## src/rtl/cook_timer_ctrl.sv

```systemverilog
// cook_timer_ctrl: keypad entry, load strobe, 1 s tick and magnetron control for a 3-digit countdown
module cook_timer_ctrl #(
    parameter int TICK_DIV = 100
) (
    input  logic       clock,
    input  logic       clrn,
    input  logic       key_valid,
    input  logic [3:0] key_digit,
    input  logic       start,
    input  logic       stop,
    input  logic       clear,
    input  logic       door_closed,
    input  logic       all_zero,
    output logic       loadn,
    output logic       cnt_en,
    output logic [3:0] data_min,
    output logic [3:0] data_sec_tens,
    output logic [3:0] data_sec_ones,
    output logic       mag_on,
    output logic       done,
    output logic [2:0] state
);
    localparam int PW = $clog2(TICK_DIV);
    localparam logic [PW-1:0] PMAX = PW'(TICK_DIV - 1);

    typedef enum logic [2:0] {
        IDLE  = 3'd0,
        ENTRY = 3'd1,
        LOAD  = 3'd2,
        RUN   = 3'd3,
        PAUSE = 3'd4,
        DONE  = 3'd5
    } state_t;

    state_t        cur, nxt;
    logic [3:0]    ent_min, ent_tens, ent_ones;
    logic [PW-1:0] presc;
    logic          key_ok, entry_nz, shift;

    assign key_ok        = key_valid && (key_digit <= 4'd9);
    assign entry_nz      = |{ent_min, ent_tens, ent_ones};
    assign data_min      = ent_min;
    assign data_sec_tens = (ent_tens > 4'd5) ? 4'd5 : ent_tens;
    assign data_sec_ones = ent_ones;
    assign state         = cur;

    // state register; reset drops every state-decoded output at once
    always_ff @(posedge clock or negedge clrn) begin
        if (!clrn) cur <= IDLE;
        else       cur <= nxt;
    end

    // next state, key acceptance and control outputs; clear overrides everything
    always_comb begin
        nxt    = cur;
        shift  = 1'b0;
        loadn  = 1'b1;
        mag_on = 1'b0;
        done   = 1'b0;
        cnt_en = 1'b0;
        case (cur)
            IDLE: begin
                if (!stop && key_ok) begin
                    nxt   = ENTRY;
                    shift = 1'b1;
                end
            end
            ENTRY: begin
                if (stop) nxt = ENTRY;
                else if (start && door_closed && entry_nz) nxt = LOAD;
                else if (key_ok) shift = 1'b1;
            end
            LOAD: begin
                loadn = 1'b0;
                nxt   = RUN;
            end
            RUN: begin
                mag_on = 1'b1;
                cnt_en = (presc == PMAX) && !all_zero;
                if (stop || !door_closed) nxt = PAUSE;
                else if (all_zero) nxt = DONE;
            end
            PAUSE: begin
                if (stop) nxt = IDLE;
                else if (start && door_closed) nxt = RUN;
            end
            DONE: begin
                done = 1'b1;
                if (stop || !door_closed || key_valid) nxt = IDLE;
            end
            default: nxt = IDLE;
        endcase
        if (clear) begin
            nxt   = IDLE;
            shift = 1'b0;
        end
    end

    // entry digits shift left on each accepted key and empty whenever IDLE is entered
    always_ff @(posedge clock or negedge clrn) begin
        if (!clrn) begin
            ent_min  <= 4'd0;
            ent_tens <= 4'd0;
            ent_ones <= 4'd0;
        end else if (nxt == IDLE) begin
            ent_min  <= 4'd0;
            ent_tens <= 4'd0;
            ent_ones <= 4'd0;
        end else if (shift) begin
            ent_min  <= ent_tens;
            ent_tens <= ent_ones;
            ent_ones <= key_digit;
        end
    end

    // tick prescaler: restarts on load, advances only while RUN continues, held across pause
    always_ff @(posedge clock or negedge clrn) begin
        if (!clrn) presc <= '0;
        else if (cur == LOAD) presc <= '0;
        else if (cur == RUN && nxt == RUN) presc <= (presc == PMAX) ? '0 : presc + 1'b1;
    end
endmodule
```

## config.mk

```make
export PLATFORM = sky130hd
export DESIGN_NAME = cook_timer_ctrl
export DESIGN_NICKNAME = d
export VERILOG_FILES = /design/src/rtl/cook_timer_ctrl.sv
export SDC_FILE = /design/constraint.sdc
export NUM_CORES = 1
export LEC_CHECK = 0
export CAP_MARGIN = 25
export CORE_MARGIN = 2
export CORE_UTILIZATION = 53
export DETAILED_ROUTE_END_ITERATION = 10
export DONT_BUFFER_PORTS = 1
export GPL_ROUTABILITY_DRIVEN = 0
export PLACE_DENSITY_LB_ADDON = 0.1
export SLEW_MARGIN = 5
export SYNTH_ARGS = -nofsm -noshare
export SYNTH_HDL_FRONTEND = slang
export SYNTH_SLANG_ARGS = --single-unit
```

## constraint.sdc

```tcl
create_clock -name clock -period 2.62 [get_ports clock]
set_input_delay 0.131 -clock clock [delete_from_list [all_inputs] [get_ports clock]]
set_output_delay 0.131 -clock clock [all_outputs]
set_load 0.05 [all_outputs]
```

==> results of run 1 <==
## stage by stage
| step | hold WS, ns | setup WS (ns) | utilization | area, um2 |
|---|---|---|---|---|
| 2_1_floorplan | -0.165 | 0.195 | - | 1370 |
| 3_3_place_gp | -0.164 | 0.436 | 0.601 | 1480 |
| 3_5_place_dp | -0.164 | 0.530 | 0.604 | 1480 |
| 4_1_cts | 0.0594 | 0.520 | 0.650 | 1600 |
| 5_1_grt | 0.0903 | 0.394 | 0.665 | 1630 |
| 6_report | 0.0518 | 0.539 | 0.665 | 1630 |
## registers in the layout, summed over array words and instances, names as in the netlist
register	flops
state	3
data_min	4
presc	7
ent_tens	4
data_sec_ones	4
## worst max-delay path: stages, from the launching register on
cell and delay (ns):
dfrtp_1 0.48, or4b_4 0.59, or3_1 0.56, o21ai_1 0.21, a221oi_1 0.10
## cell families after synthesis
kind of cell / synth area share
and+or+nand+nor: 0.236
AOI/OAI and AO/OA: 0.280
DFF: 0.401
buffers and inverters: 0.0575
xor gates and xnor gates: 0.0128
adders and majority gates: 0.00912
other: 0.00273
## power by group
part | internal [mW] | leakage (nW) | switching, mW
Combinational | 0.0271 | 0.345 | 0.0466
Clock | 0.155 | 0.0279 | 0.110
Sequential | 0.343 | 0.306 | 0.00326
Total | 0.524 | 0.678 | 0.160
## worst paths after layout
| path | endpoint | start | slack [ns] | cells after the start |
|---|---|---|---|---|
| worst max register to register | data_sec_ones[3] | state[2] | 0.54 | 4 |
| worst min register to register | presc[0] | presc[0] | 0.54 | 1 |
| worst max-delay path | data_sec_ones[3] | state[2] | 0.54 | 4 |
| worst min-delay path | state[2] | all_zero | 0.05 | 2 |
| max in group asynchronous | presc[2] | clrn | 2.06 | 2 |
| min in group asynchronous | data_min[3] | clrn | 0.15 | 1 |
## final cells by class
class | count | area (um2)
fill | 199 | 823
multi-input combinational | 115 | 742
sequential | 22 | 551
timing repair buffer | 25 | 223
tap | 30 | 37.5
clock inverter | 1 | 30.0
inverter | 7 | 26.3
clock buffer | 3 | 22.5
## Yosys cell counts (all sizes together) (3+ instances only)
cell type / n / area share
a221oi: 12 / 0.077
buf: 8 / 0.030
dfrtp: 22 / 0.40
inv: 7 / 0.019
nand3: 15 / 0.055
nand2: 8 / 0.022
nor3: 5 / 0.026
clkbuf: 3 / 0.0082
a21o: 3 / 0.016
a21oi: 5 / 0.018
or4: 3 / 0.019
nor2: 7 / 0.019
nand2b: 4 / 0.018
o21ai: 21 / 0.077
## routing by layer
layer  vias to the layer above  wire length [um]  share of wire  GRT usage
met5                         -                 0              0          0
met4                         0                27         0.0077     0.0917
met3                         4               276          0.078     0.0464
met2                        58              1660           0.47      0.421
met1                       632              1560           0.44      0.346
li1                        627                 -              -          -
## what timing repair did
item / in CTS / in global routing
hold buffers: 6 / 0
endpoints found under the setup margin: 0 / 0
hold endpoints to repair: 27 / 0
==> results.md, run 1 <==
- Most frequent cells in the layout: 22 x dfrtp_1, 18 x o21ai_1, 17 x buf_4
- EDFF count, synth: 0
- YS warnings: 0
- Fmax: 480 MHz
- Vias per inst: 6.51
- CTS sink cnt: 22
- IO Pins: 31
- Yosys cell types: 47
- Kind of critical path: flop to flop
- Area Overhead vs Synth: 19.0%
- Mapped cell area: 1370 um2
- Clk Latency, worst-skew pair: 0.31 ns
- Cells after DPL: 191
- Final Cycle Share: 0.794
- Worst hold path class: primary input to flop
- Initial antenna violation count: 0
- WL/cell: 17.4 um
- CTS max path bufs: 2
- Mean Syn Cell Area: 8.85 um2
- GRT Total Usage: 0.260
- Syn Inst Count: 155
- # diodes: 0
- Final Max Tran Viols: 0
- WP data arrival: 2.26 ns
- CTS tree: yes
- Worst IR Drop VDD: 0.252 mV
- Die Y: 54.9 um
- Flops & latches, synth: 22
- Mapped Nets: 168
- Core Area: 2450 um2
- Number of DRC markers in iteration 0: 38
- Non-Filler Instances: 203
- Sequential area share after synthesis: 0.401
- Status: finished, final reports clean
- Crit Path Max Fanout: 12
- Nets: 187
- Tmin final: 2.08 ns
- Ys flop type: dfrtp_1
- RSZ-0062 raised after global routing: no
- H-tree levels: 1
- Pre-antenna DRT Iters: 4
- Via count: 1,321
- Gates resized, CTS repair: 0
- Setup crit end kind: flop
- Full die area: 3010 um2
- Clk_skew: 0.00256 ns
- DRT antenna net count: 0
- Initial core utilization: 0.559
- Worst slew pin tran: 0.622 ns
- # Post-CTS Setup Buffers: 0
- Total CTS buffers: 3
- Clock root buffer: clkbuf_4
- Residual DRC: 0
- Post-synth ARST share: 1.00
- Lkg Pwr: 0.678 nW
- Startpoint types: flop
- Max-cap viol count: 0
- GRT Residual Overflow: 0
- Setup TNS: 0 ns
- Req. time, crit path: 2.80 ns
- Slew headroom: 0.582
- Most common cell after layout, fill and taps aside: dfrtp_1
- Share of cells above drive strength 1: 0.179
- Pwr Total: 685 uW
- PwrDens: 420 nW/um2
- IO Port Bufs: 0
- Clock Pin Slew Worst Setup and Hold Paths: 0.13 ns
- Fin. Hold Viols: 0
- Row count: 18
- Largest net degree at the start of global routing: 23
- Die Width: 54.9 um
- Setup Viol. Count Final: 0
- Final HPWL DP: 2520 um
- Drt total wl: 3530 um
- Global-route wire length before repair: 5660 um
- Vias in the first global route: 1,241
Note: power is estimated with default switching activity, not from simulation.
==> run 2: changes to the inputs <==
--- a/config.mk
+++ b/config.mk
@@ -5,6 +5,7 @@
 export SDC_FILE = /design/constraint.sdc
 export NUM_CORES = 1
 export LEC_CHECK = 0
+export ABC_AREA = 1
 export CAP_MARGIN = 25
 export CORE_MARGIN = 2
 export CORE_UTILIZATION = 53
==> constraint.sdc (replaced) <==
create_clock -name clock -period 2.1 [get_ports clock]
set_input_delay 0.105 -clock clock [delete_from_list [all_inputs] [get_ports clock]]
set_output_delay 0.105 -clock clock [all_outputs]
set_load 0.05 [all_outputs]
==> run 2 against run 1 <==
Against the previous run:
- synthesized area is 2.3% lower
- hold slack got worse by 0.040 ns
- utilization shrank 1.0 points
- sequential share of layout area rose by 0.85 points
- largest cell class unchanged
- die area decreased by 2.1%
- synthesized cell count rose by 27%
- largest power group unchanged
- cell count increased by 22%
- critical path type is now flop to output port
==> results.md, run 2 <==
- Status: finished, final reports clean
- Share of cells above drive strength 1: 0.161
- Lkg Pwr: 0.953 nW
- Final Cycle Share: 0.875
- Worst hold path class: primary input to flop
- Flops & latches, synth: 22
- Setup crit end kind: output port
- CTS sink cnt: 22
- Area Overhead vs Synth: 18.8%
- RSZ-0062 raised after global routing: no
- WP data arrival: 1.73 ns
- Core Area: 2430 um2
- Pre-CTS setup slack: 0.420 ns
- Yosys cell types: 26
- Most numerous cell in the Yosys netlist: nand2_1
- Startpoint types: flop
- EDFF count, synth: 0
- IO Port Bufs: 0
- Vias per inst: 5.16
- Highest-delay cell along the critical path: dfrtp_1
- # Post-CTS Setup Buffers: 0
- Req. time, crit path: 2.00 ns
- Total CTS buffers: 3
- CP delay by family, top: simple AND/OR/NAND/NOR gates
- Pwr Total: 815 uW
- Die Y: 54.3 um
- Initial core utilization: 0.551
- Nets: 232
- YS warnings: 0
- Max-cap viol count: 0
- Full die area: 2950 um2
- Sequential area share after synthesis: 0.411
- Pint: 634 uW
- Final setup margin: 0.263 ns
- Reg with most FFs: presc
- Switch share: 0.222
- GRT Total Usage: 0.230
- Tmin final: 1.84 ns
- Number of DRC markers in iteration 0: 40
- Clock root buffer: clkbuf_4
- Residual DRC: 0
- Cell taking the most area after synthesis: dfrtp_1
- Clk Latency, worst-skew pair: 0.31 ns
- Setup Viol. Count Final: 0
- Clk network pwr share: 0.401
- Buffers and inverters on the worst path: 2
- Drt total wl: 3040 um
- CTS max path bufs: 2
- FILL cells: 226
- DRT antenna net count: 0
- Crit Path Max Fanout: 4
- PwrDens: 512 nW/um2
- CTS Hold Bufs: 2
- Via count: 1,279
- Register share of total power: 0.526
- IO Pins: 31
- Most common cell after layout, fill and taps aside: nand2_1
- Syn Inst Count: 197
- Mapped Nets: 210
- Largest net degree at the start of global routing: 23
- Most frequent cells in the layout: 65 x nand2_1, 28 x inv_1, 22 x dfrtp_1
- Fin. Hold Viols: 0
- Gates resized, CTS repair: 0
- Worst path cell trace: ha_1 -> nand2_1 -> nor3_1 -> and2_1 -> inv_1 -> nor4_2 -> buf_4
- GRT Residual Overflow: 0
- CTS tree: yes
- Worst IR Drop VDD: 0.427 mV
- Top post-synthesis cells by count: 65 x nand2_1, 28 x inv_1, 22 x dfrtp_1, 21 x nand3_1, 18 x nor2_1
- # diodes: 0
- Net switching power of the design: 181 uW
- Mean Syn Cell Area: 6.80 um2
- Ys flop type: dfrtp_1
- Clock Pin Slew Worst Setup and Hold Paths: 0.13 ns
- Kind of critical path: flop to output port
- Combinational Power Share: 0.073
- Initial antenna violation count: 0
- H-tree levels: 1
- Final HPWL DP: 2260 um
- Max FFs per register: 7
- Row count: 18
- Fmax: 544 MHz
- CP peak stage delay: 0.41 ns
- Die Width: 54.3 um
- Mapped cell area: 1340 um2
- Largest cells by area after synthesis: dfrtp_1 41%, nand2_1 18%, inv_1 7.8%
- Synth top area share: 0.411
- WL/cell: 12.3 um
- Pre-antenna DRT Iters: 4
- Hold slack: 0.0121 ns
- Post-synth ARST share: 1.00
- Vias in the first global route: 1,201
- Global-route wire length before repair: 4940 um
- Clk_skew: 0.00774 ns
- Final Max Tran Viols: 0
## run 2: metal layers
metal / track usage / part of all wire
met5: 0 / 0
met3: 0.0383 / 0.074
met4: 0.0958 / 0.012
met2: 0.404 / 0.49
met1: 0.277 / 0.43
## run 2: power by group through the flow
stage               logic, mW  registers (mW)  clock network [mW]
CTS                    0.0567           0.429               0.334
detailed placement     0.0447           0.437                   0
finish                 0.0597           0.429               0.326
global route           0.0666           0.429               0.351
floorplan              0.0325           0.442                   0
global placement       0.0445           0.437                   0
## run 2: layout make-up
type                       instances  area [um2]  share of cell area
tap                               30        37.5              0.0236
clock inverter                     1        30.0              0.0189
inverter                          33         124              0.0778
timing repair buffer              22         178               0.112
multi-input combinational        137         649               0.408
clock buffer                       3        22.5              0.0142
sequential                        22         551               0.346
## run 2: worst paths after layout
kind | slack, ns | endpoint | cells past startpoint | start
max in group asynchronous | 1.48 | state[2] | 2 | clrn
worst max-delay path | 0.26 | cnt_en | 7 | presc[0]
worst max register to register | 0.38 | ent_tens[2] | 11 | ent_tens[2]
worst min register to register | 0.51 | presc[0] | 1 | presc[0]
worst min-delay path | 0.01 | state[0] | 3 | clear
min in group asynchronous | 0.16 | data_sec_ones[2] | 1 | clrn
## run 2: worst reg2reg max path, cell delays in order, from the launching register on
cell and delay [ns]:
dfrtp_1 0.44, or2_1 0.27, nor2_1 0.09, nand2_1 0.09, nand2_1 0.07, nand2_1 0.05
nand2_1 0.06, nand2_1 0.05, nand2_1 0.09, nand3_2 0.24, nand2_1 0.16, inv_2 0.03
## run 2: cell families (layout without fill, tap and decap cells)
kind of cell	after synthesis	after routing	share of synthesized area
other	1	1	0.00280
buffers and inverters	38	59	0.114
AO/OA/AOI/OAI	10	10	0.0411
adder cells (fa/ha/maj)	1	1	0.00934
XOR/XNOR	5	5	0.0327
flip-flops	22	22	0.411
AND/OR/NAND/NOR	120	120	0.389
## run 2: metrics by stage
stage | std cells | area [um2] | utilization | TNS [ns]
after global routing | 248 | 1590 | 0.654 | 0
after detailed placement | 241 | 1500 | 0.618 | 0
after global placement | 241 | 1500 | 0.618 | 0
final | 248 | 1590 | 0.654 | 0
after floorplan | 197 | 1350 | - | -0.000987
after CTS | 247 | 1580 | 0.648 | 0
